===== config.mk =====
export PLATFORM = sky130hd
export DESIGN_NAME = branch_resolve_unit_flat
export DESIGN_NICKNAME = d
export VERILOG_FILES = /design/src/rtl/branch_resolve_unit_if.sv /design/src/rtl/branch_resolve_unit.sv /design/src/flat_wrapper.sv
export SDC_FILE = /design/constraint.sdc
export NUM_CORES = 1
export LEC_CHECK = 0
export BUFFER_PORTS_ARGS = -buffer_cell sky130_fd_sc_hd__buf_2
export CORE_ASPECT_RATIO = 2
export CORE_MARGIN = 3
export CORE_UTILIZATION = 63
export CTS_CLUSTER_SIZE = 16
export DETAILED_ROUTE_END_ITERATION = 16
export PLACE_DENSITY = 0.85
export SYNTH_ARGS = -nofsm -noshare
export SYNTH_HDL_FRONTEND = slang
export SYNTH_SLANG_ARGS = --single-unit

===== constraint.sdc =====
create_clock -name clk -period 6.35 [get_ports clk]
set_input_delay 0.3175 -clock clk [delete_from_list [all_inputs] [get_ports clk]]
set_output_delay 0.3175 -clock clk [all_outputs]
set_load 0.01 [all_outputs]

===== src/rtl/branch_resolve_unit_if.sv =====
// Bus between the decode/MEM stages and the branch resolve unit.
//   master: decode push (branch_decode_sig, prediction, pred_target, pc_fallthrough)
//           and MEM resolve (branch_mem_sig, actual_branch_decision)
//   slave : redirect (mispredict, redirect_pc, flush), FIFO status and error flags,
//           performance counters (branch_cnt, mispredict_cnt)
interface branch_resolve_unit_if #(
    parameter int CNT_W = 16
);
    logic             branch_decode_sig;
    logic             prediction;
    logic [31:0]      pred_target;
    logic [31:0]      pc_fallthrough;
    logic             branch_mem_sig;
    logic             actual_branch_decision;
    logic             mispredict;
    logic [31:0]      redirect_pc;
    logic             flush;
    logic             fifo_full;
    logic             fifo_empty;
    logic             overflow_err;
    logic             underflow_err;
    logic [CNT_W-1:0] branch_cnt;
    logic [CNT_W-1:0] mispredict_cnt;

    modport master (
        output branch_decode_sig, prediction, pred_target, pc_fallthrough,
               branch_mem_sig, actual_branch_decision,
        input  mispredict, redirect_pc, flush, fifo_full, fifo_empty,
               overflow_err, underflow_err, branch_cnt, mispredict_cnt
    );

    modport slave (
        input  branch_decode_sig, prediction, pred_target, pc_fallthrough,
               branch_mem_sig, actual_branch_decision,
        output mispredict, redirect_pc, flush, fifo_full, fifo_empty,
               overflow_err, underflow_err, branch_cnt, mispredict_cnt
    );
endinterface


===== src/rtl/branch_resolve_unit.sv =====
// Branch resolve unit. Queues each decode-stage prediction in an in-order FIFO and
// checks it against the real outcome when the branch reaches MEM. A mispredict
// produces a one-cycle redirect pulse, a FLUSH_CYC-cycle flush, and empties the FIFO.
// Ports:
//   clk   - core clock
//   rst_n - synchronous active-low reset
//   bus   - branch_resolve_unit_if.slave (push/resolve inputs, redirect/status outputs)
module branch_resolve_unit #(
    parameter int DEPTH     = 4,
    parameter int FLUSH_CYC = 2,
    parameter int CNT_W     = 16
) (
    input logic                  clk,
    input logic                  rst_n,
    branch_resolve_unit_if.slave bus
);
    localparam int AW = $clog2(DEPTH);
    localparam int FW = (FLUSH_CYC > 1) ? $clog2(FLUSH_CYC) : 1;

    typedef struct packed {
        logic        pred;
        logic [31:0] tgt;
        logic [31:0] ft;
    } entry_t;

    typedef enum logic {RUN, FLUSH} state_t;

    entry_t           mem [DEPTH];
    logic [AW-1:0]    wr_ptr, rd_ptr;
    logic [AW:0]      count;
    state_t           state;
    logic [FW-1:0]    flush_cnt;
    logic [CNT_W-1:0] branch_cnt_q, mis_cnt_q;

    logic   full, empty, run, do_pop, do_push, mis;
    entry_t head;

    assign full  = (count == (AW+1)'(DEPTH));
    assign empty = (count == '0);
    assign run   = (state == RUN);
    assign head  = mem[rd_ptr];

    assign do_pop  = bus.branch_mem_sig && run && !empty;
    // A pop in the same cycle frees a slot, so a push at full is still accepted.
    assign do_push = bus.branch_decode_sig && run && (!full || do_pop);
    assign mis     = do_pop && (head.pred != bus.actual_branch_decision);

    assign bus.fifo_full      = full;
    assign bus.fifo_empty     = empty;
    assign bus.branch_cnt     = branch_cnt_q;
    assign bus.mispredict_cnt = mis_cnt_q;

    // Storage needs no reset: count/pointers define what is valid.
    always_ff @(posedge clk) begin
        if (do_push)
            mem[wr_ptr] <= '{pred: bus.prediction, tgt: bus.pred_target, ft: bus.pc_fallthrough};
    end

    always_ff @(posedge clk) begin
        if (!rst_n) begin
            wr_ptr            <= '0;
            rd_ptr            <= '0;
            count             <= '0;
            state             <= RUN;
            flush_cnt         <= '0;
            bus.mispredict    <= 1'b0;
            bus.redirect_pc   <= '0;
            bus.flush         <= 1'b0;
            bus.overflow_err  <= 1'b0;
            bus.underflow_err <= 1'b0;
            branch_cnt_q      <= '0;
            mis_cnt_q         <= '0;
        end else begin
            bus.mispredict <= mis;
            case (state)
                RUN: begin
                    if (bus.branch_decode_sig && full && !do_pop)
                        bus.overflow_err <= 1'b1;
                    if (bus.branch_mem_sig && empty)
                        bus.underflow_err <= 1'b1;

                    if (do_pop) begin
                        if (branch_cnt_q != '1) branch_cnt_q <= branch_cnt_q + 1'b1;
                        if (mis && mis_cnt_q != '1) mis_cnt_q <= mis_cnt_q + 1'b1;
                    end

                    if (mis) begin
                        // Everything younger is wrong-path, including a same-cycle push.
                        bus.redirect_pc <= bus.actual_branch_decision ? head.tgt : head.ft;
                        wr_ptr          <= '0;
                        rd_ptr          <= '0;
                        count           <= '0;
                        state           <= FLUSH;
                        flush_cnt       <= FW'(FLUSH_CYC - 1);
                        bus.flush       <= 1'b1;
                    end else begin
                        if (do_push) wr_ptr <= wr_ptr + 1'b1;
                        if (do_pop)  rd_ptr <= rd_ptr + 1'b1;
                        count <= count + (AW+1)'(do_push) - (AW+1)'(do_pop);
                    end
                end
                FLUSH: begin
                    if (flush_cnt == '0) begin
                        state     <= RUN;
                        bus.flush <= 1'b0;
                    end else begin
                        flush_cnt <= flush_cnt - 1'b1;
                    end
                end
                default: state <= RUN;
            endcase
        end
    end
endmodule


===== src/flat_wrapper.sv =====
// flat-port wrapper written by rule: the top's interface ports become plain ports
module branch_resolve_unit_flat 
#(
    parameter int DEPTH     = 4,
    parameter int FLUSH_CYC = 2,
    parameter int CNT_W     = 16
)
  (clk, rst_n, bus_branch_decode_sig, bus_prediction, bus_pred_target, bus_pc_fallthrough, bus_branch_mem_sig, bus_actual_branch_decision, bus_mispredict, bus_redirect_pc, bus_flush, bus_fifo_full, bus_fifo_empty, bus_overflow_err, bus_underflow_err, bus_branch_cnt, bus_mispredict_cnt);
  branch_resolve_unit_if #(.CNT_W(CNT_W)) bus_i ();
  input logic clk;
  input logic rst_n;
  input wire logic [$bits(bus_i.branch_decode_sig)-1:0] bus_branch_decode_sig;
  input wire logic [$bits(bus_i.prediction)-1:0] bus_prediction;
  input wire logic [$bits(bus_i.pred_target)-1:0] bus_pred_target;
  input wire logic [$bits(bus_i.pc_fallthrough)-1:0] bus_pc_fallthrough;
  input wire logic [$bits(bus_i.branch_mem_sig)-1:0] bus_branch_mem_sig;
  input wire logic [$bits(bus_i.actual_branch_decision)-1:0] bus_actual_branch_decision;
  output wire logic [$bits(bus_i.mispredict)-1:0] bus_mispredict;
  output wire logic [$bits(bus_i.redirect_pc)-1:0] bus_redirect_pc;
  output wire logic [$bits(bus_i.flush)-1:0] bus_flush;
  output wire logic [$bits(bus_i.fifo_full)-1:0] bus_fifo_full;
  output wire logic [$bits(bus_i.fifo_empty)-1:0] bus_fifo_empty;
  output wire logic [$bits(bus_i.overflow_err)-1:0] bus_overflow_err;
  output wire logic [$bits(bus_i.underflow_err)-1:0] bus_underflow_err;
  output wire logic [$bits(bus_i.branch_cnt)-1:0] bus_branch_cnt;
  output wire logic [$bits(bus_i.mispredict_cnt)-1:0] bus_mispredict_cnt;
  assign bus_i.branch_decode_sig = bus_branch_decode_sig;
  assign bus_i.prediction = bus_prediction;
  assign bus_i.pred_target = bus_pred_target;
  assign bus_i.pc_fallthrough = bus_pc_fallthrough;
  assign bus_i.branch_mem_sig = bus_branch_mem_sig;
  assign bus_i.actual_branch_decision = bus_actual_branch_decision;
  assign bus_mispredict = bus_i.mispredict;
  assign bus_redirect_pc = bus_i.redirect_pc;
  assign bus_flush = bus_i.flush;
  assign bus_fifo_full = bus_i.fifo_full;
  assign bus_fifo_empty = bus_i.fifo_empty;
  assign bus_overflow_err = bus_i.overflow_err;
  assign bus_underflow_err = bus_i.underflow_err;
  assign bus_branch_cnt = bus_i.branch_cnt;
  assign bus_mispredict_cnt = bus_i.mispredict_cnt;
  branch_resolve_unit #(.DEPTH(DEPTH), .FLUSH_CYC(FLUSH_CYC), .CNT_W(CNT_W)) u_core (.clk(clk), .rst_n(rst_n), .bus(bus_i));
endmodule

==> results by group, run 1 <==
Run status
  • Outcome: finished clean

Timing
  • Final Setup Violations: 0
  • Slew headroom: between 30 and 40%
  • Final-report max-slew violation count: 0
  • Setup TNS: 0 ns
  • Final WS setup: ~3.3 ns
  • Fin crit share: 48.63%
  • RSZ-0062 raised after global routing: no
  • Layout Skew: between 0.01 and 0.015 ns
  • Fin. Hold Viols: 0
  • Fin crit period: 3.088 ns
  • Slew at the pin closest to its max-slew limit: about 1.0 ns
  • Fmax: about 320 MHz

Detailed routing
  • Via Count: between 7000 and 8000
  • Initial drt markers: 594
  • DRC: 0
  • DR vias/cell: roughly 6
  • WL/cell: between 20 and 25 um
  • DRT Wirelength: about 25 mm
  • Pre-antenna DRT Iters: 5
  • Final antenna-violating net count: 0

Yosys
  • Yosys top cell by area: edfxtp_1
  • Synth Warn #: 0
  • Sequential area share after synthesis: 72.52%
  • Top_reg_cell synth: edfxtp_1
  • Post-synthesis area per instance: 17.47 um2
  • Synth top area share: around 60%
  • Register bit total from synthesis: 339
  • Post-synth EDFFs: 260
  • Gate Count Post-Synth: roughly 740
  • Count leader, synth: edfxtp_1
  • Synth cell count leaders: edfxtp_1, dfxtp_1, mux4_2, nor2_1, mux2i_1
  • Unique masters post-synth: 39
  • Asr flop ratio synth: 0%
  • Synthesized Nets: roughly 800
  • Synth top area cells: edfxtp_1, dfxtp_1, mux4_2, mux2i_1, a211oi_1
  • Mapped cell area: 12950 um2

Placement
  • # port buffers: between 100 and 150
  • Post-DP HPWL: ~14 mm
  • Pre-CTS setup slack: between 3 and 4 ns
  • Inst Count DP: about 1100
  • Placer Congestion: roughly 0.76
  • Placed cell area: about 14000 um2

Final layout
  • Nets@finish: around 1000
  • Share of post-route cells with drive strength above 1: a little over a quarter
  • Finished Cell Area: 15090 um2
  • Non-Filler Instances: about 1200
  • Area Growth Syn to Fin: 16.54%

Global route
  • Initial antenna violation count: 1
  • Vias in the first global route: about 7500
  • GRT Total Usage: ~22%
  • Global route overflow: 0
  • Largest net degree at the start of global routing: 70
  • Global-route wire length before repair: 38.83 mm

Worst setup path
  • CP arrival: 3.54 ns
  • Worst path required time: around 6.8 ns
  • Crit-path max FO: 30
  • Setup crit end kind: flop
  • Setup CP Type: reg2reg
  • CP startpoint kind: flop

Die
  • Die Y-Extent: between 200 and 250 um
  • Die area: 22410 um2
  • Die X-Extent: roughly 110 um
  • Num rows: 73
  • Initial core utilization: about 65%
  • # IOs: 140
  • Core outline area: between 20000 and 25000 um2

Power and ir drop
  • Power share of the combinational group: about 20%
  • Max IR drop VDD: roughly 0.27 mV
  • Int Pwr: between 0.004 and 0.005 W
  • NetSw: 0.001456 W
  • Switching share of power: 26.00%
  • LEAKAGE: 5.110 nW
  • Clk network pwr share: between 20% and 30%
  • Part of the power in registers: roughly 52%
  • Power per cell area: between 300 and 400 nW/um2

Clock tree
  • H-tree levels: 1
  • Clk root buf: clkbuf_16
  • CTS Buffer Depth: 3
  • CTS Buf Count: 27
  • Clk_lat worst skew: approximately 0.53 ns
  • Worst-path clk slew: around 0.07 ns
  • CTS tree: done
  • Post CTS Setup Buffer Count: 0
  • Clock sinks: 339
  • CTS-repair resized insts: 0
  • Hold_buf cts: 39

Job
  • Maxcap violations: 0

Worst hold path
  • Hold crit path type: in2reg
==> cells in the final DEF (no fill, tap or decap), types with 2 or more instances in the layout <==
| cell type | instances |
|---|---|
| ha_1 | 8 |
| or3_1 | 6 |
| or4_1 | 10 |
| inv_2 | 2 |
| nor3_1 | 8 |
| nor2b_1 | 3 |
| and3_1 | 2 |
| clkinv_1 | 3 |
| bufinv_16 | 2 |
| buf_4 | 5 |
| clkbuf_1 | 10 |
| mux4_2 | 65 |
| nor4b_1 | 2 |
| xor2_1 | 3 |
| nor4_1 | 2 |
| o21ai_0 | 4 |
| nand4_1 | 9 |
| dfxtp_1 | 77 |
| a21oi_1 | 18 |
| a31oi_1 | 2 |
| nand3_1 | 16 |
| nor2_1 | 57 |
| and2_1 | 2 |
| o31ai_1 | 8 |
| and4_1 | 5 |
| clkinvlp_4 | 3 |
| edfxtp_1 | 260 |
| and2_4 | 4 |
| nor3b_1 | 3 |
| mux2i_1 | 35 |
| buf_2 | 139 |
| dlygate4sd3_1 | 39 |
| inv_1 | 8 |
| a211oi_1 | 33 |
| xnor2_1 | 17 |
| clkbuf_16 | 27 |
| nand2_1 | 23 |
==> through the flow <==
step / util (%) / hold slack [ns] / power [W]
6_report: 75.42 / 0.01055 / 0.005600
5_1_grt: 75.42 / 0.002217 / 0.005851
4_1_cts: 75.41 / 0.0005199 / 0.005646
3_5_place_dp: 69.29 / 0.4600 / 0.004038
3_3_place_gp: 69.29 / 0.4571 / 0.003986
2_1_floorplan: - / 0.4164 / 0.003720
==> routing by layer <==
metal	GRT usage, %	vias up	wire, um
met1	27.27	3597	9150
met3	2.720	59	1375
met5	0	-	0
met4	8.108	0	710
met2	39.84	259	13300
li1	-	3275	-
==> state kept, by name (all words and copies together), names as in the netlist, named ones only <==
name / count
u_core.wr_ptr: 2
u_core.flush_cnt: 1
u_core.count: 3
u_core.bus.redirect_pc: 32
u_core.bus.underflow_err: 1
u_core.bus.branch_cnt: 16
u_core.bus.mispredict: 1
u_core.bus.flush: 1
u_core.bus.mispredict_cnt: 16
u_core.mem: 260
u_core.state: 1
u_core.rd_ptr: 2
u_core.bus.overflow_err: 1
==> worst paths after layout <==
check                          startpoint                       endpoint  slack (ns)  cells past startpoint
setup reg to reg                     flop  u_core.bus.mispredict_cnt[12]        3.26                      5
hold / removal        bus_pred_target[16]              u_core.mem[3][48]        0.01                      1
hold reg to reg   u_core.bus.overflow_err        u_core.bus.overflow_err        0.47                      2
setup / recovery                     flop  u_core.bus.mispredict_cnt[12]        3.26                      5
==> cells by family after synthesis <==
kind of cell,count (synthesis),synth area share (%)
fa+ha+maj,9,0.9278
simple gates,153,5.876
xor+xnor,20,1.353
compound gates,71,3.750
mux,100,14.01
flops,339,72.52
buf+inv,49,1.556
==> critical path, cell delays in order, from the launching register on <==
cell and delay, ns:
dfxtp_4 0.73, mux4_2 0.59, xor2_1 0.25, nand3_1 0.58, or4_1 0.69, a21oi_1 0.18
==> power by group through the flow <==
stage          Clock, W  Sequential (W)  Combinational [W]
2_1_floorplan         0         0.00290           0.000819
3_5_place_dp          0         0.00295            0.00109
3_3_place_gp          0         0.00293            0.00105
5_1_grt         0.00170         0.00294            0.00121
6_report        0.00159         0.00290            0.00111
4_1_cts         0.00162         0.00291            0.00112
==> layout make-up <==
cell class / count / area [um2]
diodes: 1 / 2.502
clock buffers: 38 / 726.9
clock inverters: 10 / 107.6
fillers: 1154 / 4916
inverters: 10 / 37.54
multi-input cells: 353 / 3367
flip-flops and latches: 339 / 9394
well taps: 262 / 327.8
repair buffers: 183 / 1124
Power figures use the tool's default switching activity.
==> run 2: changes to the inputs <==
CORE_UTILIZATION = 53   (was 63)
PLACE_DENSITY = 0.76   (was 0.85)
clock period = 2.7 ns   (was 6.35 ns; I/O delays follow)
==> run 2 against run 1 <==
Clock power grew to 2.6 times the previous value. Wire length grew 4.0%. Non-clock buffer count is 44 higher. Core utilization shrank 9.5 points. Final cell count increased by 6.2%. Highest routed layer unchanged. Design area grew 4.5%. Worst setup slack got worse by 3.1 ns. Critical endpoint is now u_core.count[2]. Die area rose by 18%. Largest power group unchanged. Register-to-register slack worse by 3.1 ns.
==> results by group, run 2 (synthesis results as in run 1) <==
Die
  • Die X-Extent: 116.5 um (was 107.4 um)
  • Die Y-Extent: 227.0 um (was 208.7 um)
  • Num rows: 80 (was 73)
  • Die area: 26450 um2 (was 22410 um2)
  • # IOs: 140 (unchanged)
  • Initial core utilization: 54.12% (was 64.72%)
  • Core outline area: 23920 um2 (was 20000 um2)

Timing
  • Setup TNS: 0 ns (unchanged)
  • RSZ-0062 raised after global routing: no (unchanged)
  • Final Setup Violations: 0 (unchanged)
  • Fin. Hold Viols: 0 (unchanged)
  • Final WS setup: 0.1587 ns (was 3.262 ns)
  • Slew headroom: 50.02% (was 33.15%)
  • Slew at the pin closest to its max-slew limit: 0.7439 ns (was 1.003 ns)
  • Fin crit share: 94.12% (was 48.63%)
  • Fin crit period: 2.541 ns (was 3.088 ns)
  • Fmax: 393.5 MHz (was 323.9 MHz)
  • Layout Skew: 0.01705 ns (was 0.01146 ns)
  • Final-report max-slew violation count: 0 (unchanged)

Final layout
  • Most common cell after layout, fill and taps aside: edfxtp_1 (unchanged)
  • Regs by FF count: u_core.mem: 260 flops, u_core.bus.redirect_pc: 32 flops (unchanged)
  • Max reg flops: 260 (unchanged)
  • Most frequent cells in the layout: edfxtp_1, buf_2, dfxtp_1 (unchanged)
  • Area Growth Syn to Fin: 21.75% (was 16.54%)
  • Footprint of the multi-input gates: 3374 um2 (was 3367 um2)
  • Fill count: 1591 (was 1154)
  • Seq. cell area: 9394 um2 (unchanged)
  • Share of post-route cells with drive strength above 1: 28.34% (was 27.22%)
  • Nets@finish: 1039 (was 993)
  • Most flop-heavy register: u_core.mem (unchanged)

Global route
  • Met2 Usage GRT: 36.09% (was 39.84%)
  • Global-route wire length before repair: 39.77 mm (was 38.83 mm)
  • M3 GR Usage: 2.873% (was 2.720%)
  • Initial antenna violation count: 2 (was 1)
  • Most Crowded Layer GR: met2 (unchanged)
  • GRT Total Usage: 19.45% (was 22.13%)
  • Global route overflow: 0 (unchanged)
  • Met1 Track Usage GR: 22.91% (was 27.27%)
  • Largest net degree at the start of global routing: 66 (was 70)
  • Vias in the first global route: 7521 (was 7524)

Detailed routing
  • Via Count: 7280 (was 7190)
  • DRC: 0 (unchanged)
  • Pre-antenna DRT Iters: 4 (was 5)
  • Final antenna-violating net count: 0 (unchanged)
  • DR vias/cell: 5.732 (was 6.012)
  • WL/cell: 20.10 um (was 20.51 um)
  • DRT Wirelength: 25.52 mm (was 24.53 mm)
  • Initial drt markers: 491 (was 594)

Job
  • Maxcap violations: 0 (unchanged)

Clock tree
  • Clock sinks: 339 (unchanged)
  • CTS Buffer Depth: 3 (unchanged)
  • H-tree levels: 1 (unchanged)
  • Clk_lat worst skew: 0.55 ns (was 0.53 ns)
  • Worst-path clk slew: 0.07 ns (about the same)
  • Post CTS Setup Buffer Count: 0 (unchanged)
  • Clk root buf: clkbuf_16 (unchanged)
  • CTS tree: done (unchanged)
  • CTS Buf Count: 29 (was 27)

Worst setup path
  • Crit path depth: 11 (was 5)
  • Worst path required time: 3.17 ns (was 6.80 ns)
  • Setup CP Type: reg2reg (unchanged)
  • Setup crit end kind: flop (unchanged)
  • CP arrival: 3.01 ns (was 3.54 ns)
  • Crit-path max FO: 5 (was 30)
  • CP top delay family: simple AND/OR/NAND/NOR gates (unchanged)
  • Worst reg2reg path depth: 11 (was 5)
  • CP startpoint kind: flop (unchanged)
  • Worst path slowest cell: or3_4 (was dfxtp_4)
  • CP bufs+invs: 3 (was 0)
  • Slowest cell delay on critical path: 0.43 ns (was 0.73 ns)
  • Crit-path cells: or3_4 > nand2_2 > inv_2 > ha_1 > inv_1 > ha_1 > inv_1 > fa_1 > xnor2_1 > or4_1 > a31oi_1 (was mux4_2 > xor2_1 > nand3_1 > or4_1 > a21oi_1)

Placement
  • Post-DP HPWL: 15.37 mm (was 14.15 mm)
  • Pre-CTS setup slack: 0.09011 ns (was 3.263 ns)
  • Placer Congestion: 0.7747 (was 0.7613)
  • # port buffers: 139 (unchanged)

Power and ir drop
  • Max IR drop VDD: 0.7176 mV (was 0.2742 mV)
  • LEAKAGE: 5.400 nW (was 5.110 nW)
  • Power per cell area: 874.9 nW/um2 (was 371.2 nW/um2)

Worst hold path
  • Hold path depth: 4 (was 1)
  • Hold crit path type: in2reg (unchanged)

Run status
  • Outcome: finished clean (unchanged)
## run 2: changes by cell type in the layout (fill, tap and decap cells not counted), moves of 2 or more
cell,previous run,this run
buf_12,0,9
buf_4,5,11
bufinv_16,2,4
clkbuf_1,10,8
clkbuf_16,27,29
clkinv_2,0,3
dlygate4sd3_1,39,68
## run 2: through the flow
stage	power (W)	hold WS, ns	cells	cell area [um2]	util (%)
after floorplan	0.008729	0.2339	741	12950	-
after global placement	0.009584	0.3498	1148	14120	59.01
after detailed placement	0.009690	0.3521	1148	14120	59.01
after CTS	0.01394	0.1080	1268	15750	65.83
after global routing	0.01445	0.1264	1270	15760	65.88
final	0.01379	0.1477	1270	15760	65.88
## run 2: timing repair
item / 4_1_cts / 5_1_grt
hold buffers: 68 / 0
endpoints found under the hold margin: 267 / 0
gates resized for setup: 0 / 2
endpoints found under the setup margin: 0 / 1
## run 2: worst register-to-register path, cell delays in order (launching register included)
cell	delay, ns
dfxtp_1	0.34
or3_4	0.43
nand2_2	0.09
inv_2	0.04
ha_1	0.26
inv_1	0.06
ha_1	0.14
inv_1	0.05
fa_1	0.37
xnor2_1	0.16
or4_1	0.40
a31oi_1	0.14
## run 2: layer usage
metal | share of wire [%] | wire length, um | vias to the layer above
met2 | 55 | 14040 | 217
met4 | 2.1 | 525 | 0
met3 | 5.2 | 1330 | 36
met1 | 38 | 9630 | 3652
li1 | - | - | 3375
met5 | 0 | 0 | -
## run 2: final timing paths
| path | slack, ns | endpoint | from |
|---|---|---|---|
| min | 0.15 | u_core.bus.underflow_err | bus_branch_mem_sig |
| min reg2reg | 0.49 | u_core.flush_cnt | u_core.flush_cnt |
| max | 0.16 | u_core.count[2] | u_core.count[2] |
| max reg2reg | 0.16 | u_core.count[2] | u_core.count[2] |
## run 2: power breakdown
part | internal [W] | switching (W) | leakage [nW]
Combinational | 0.00143 | 0.00150 | 1.92
Sequential | 0.00641 | 0.000274 | 3.03
Clock | 0.00239 | 0.00179 | 0.454
## run 2: area by class of cell
type | count | share of cell area (%)
multi-input combinational | 353 | 21.41
timing repair buffer | 227 | 10.40
clock inverter | 14 | 1.159
sequential | 339 | 59.60
clock buffer | 38 | 4.882
tap | 287 | 2.278
inverter | 10 | 0.2382
antenna | 2 | 0.03175
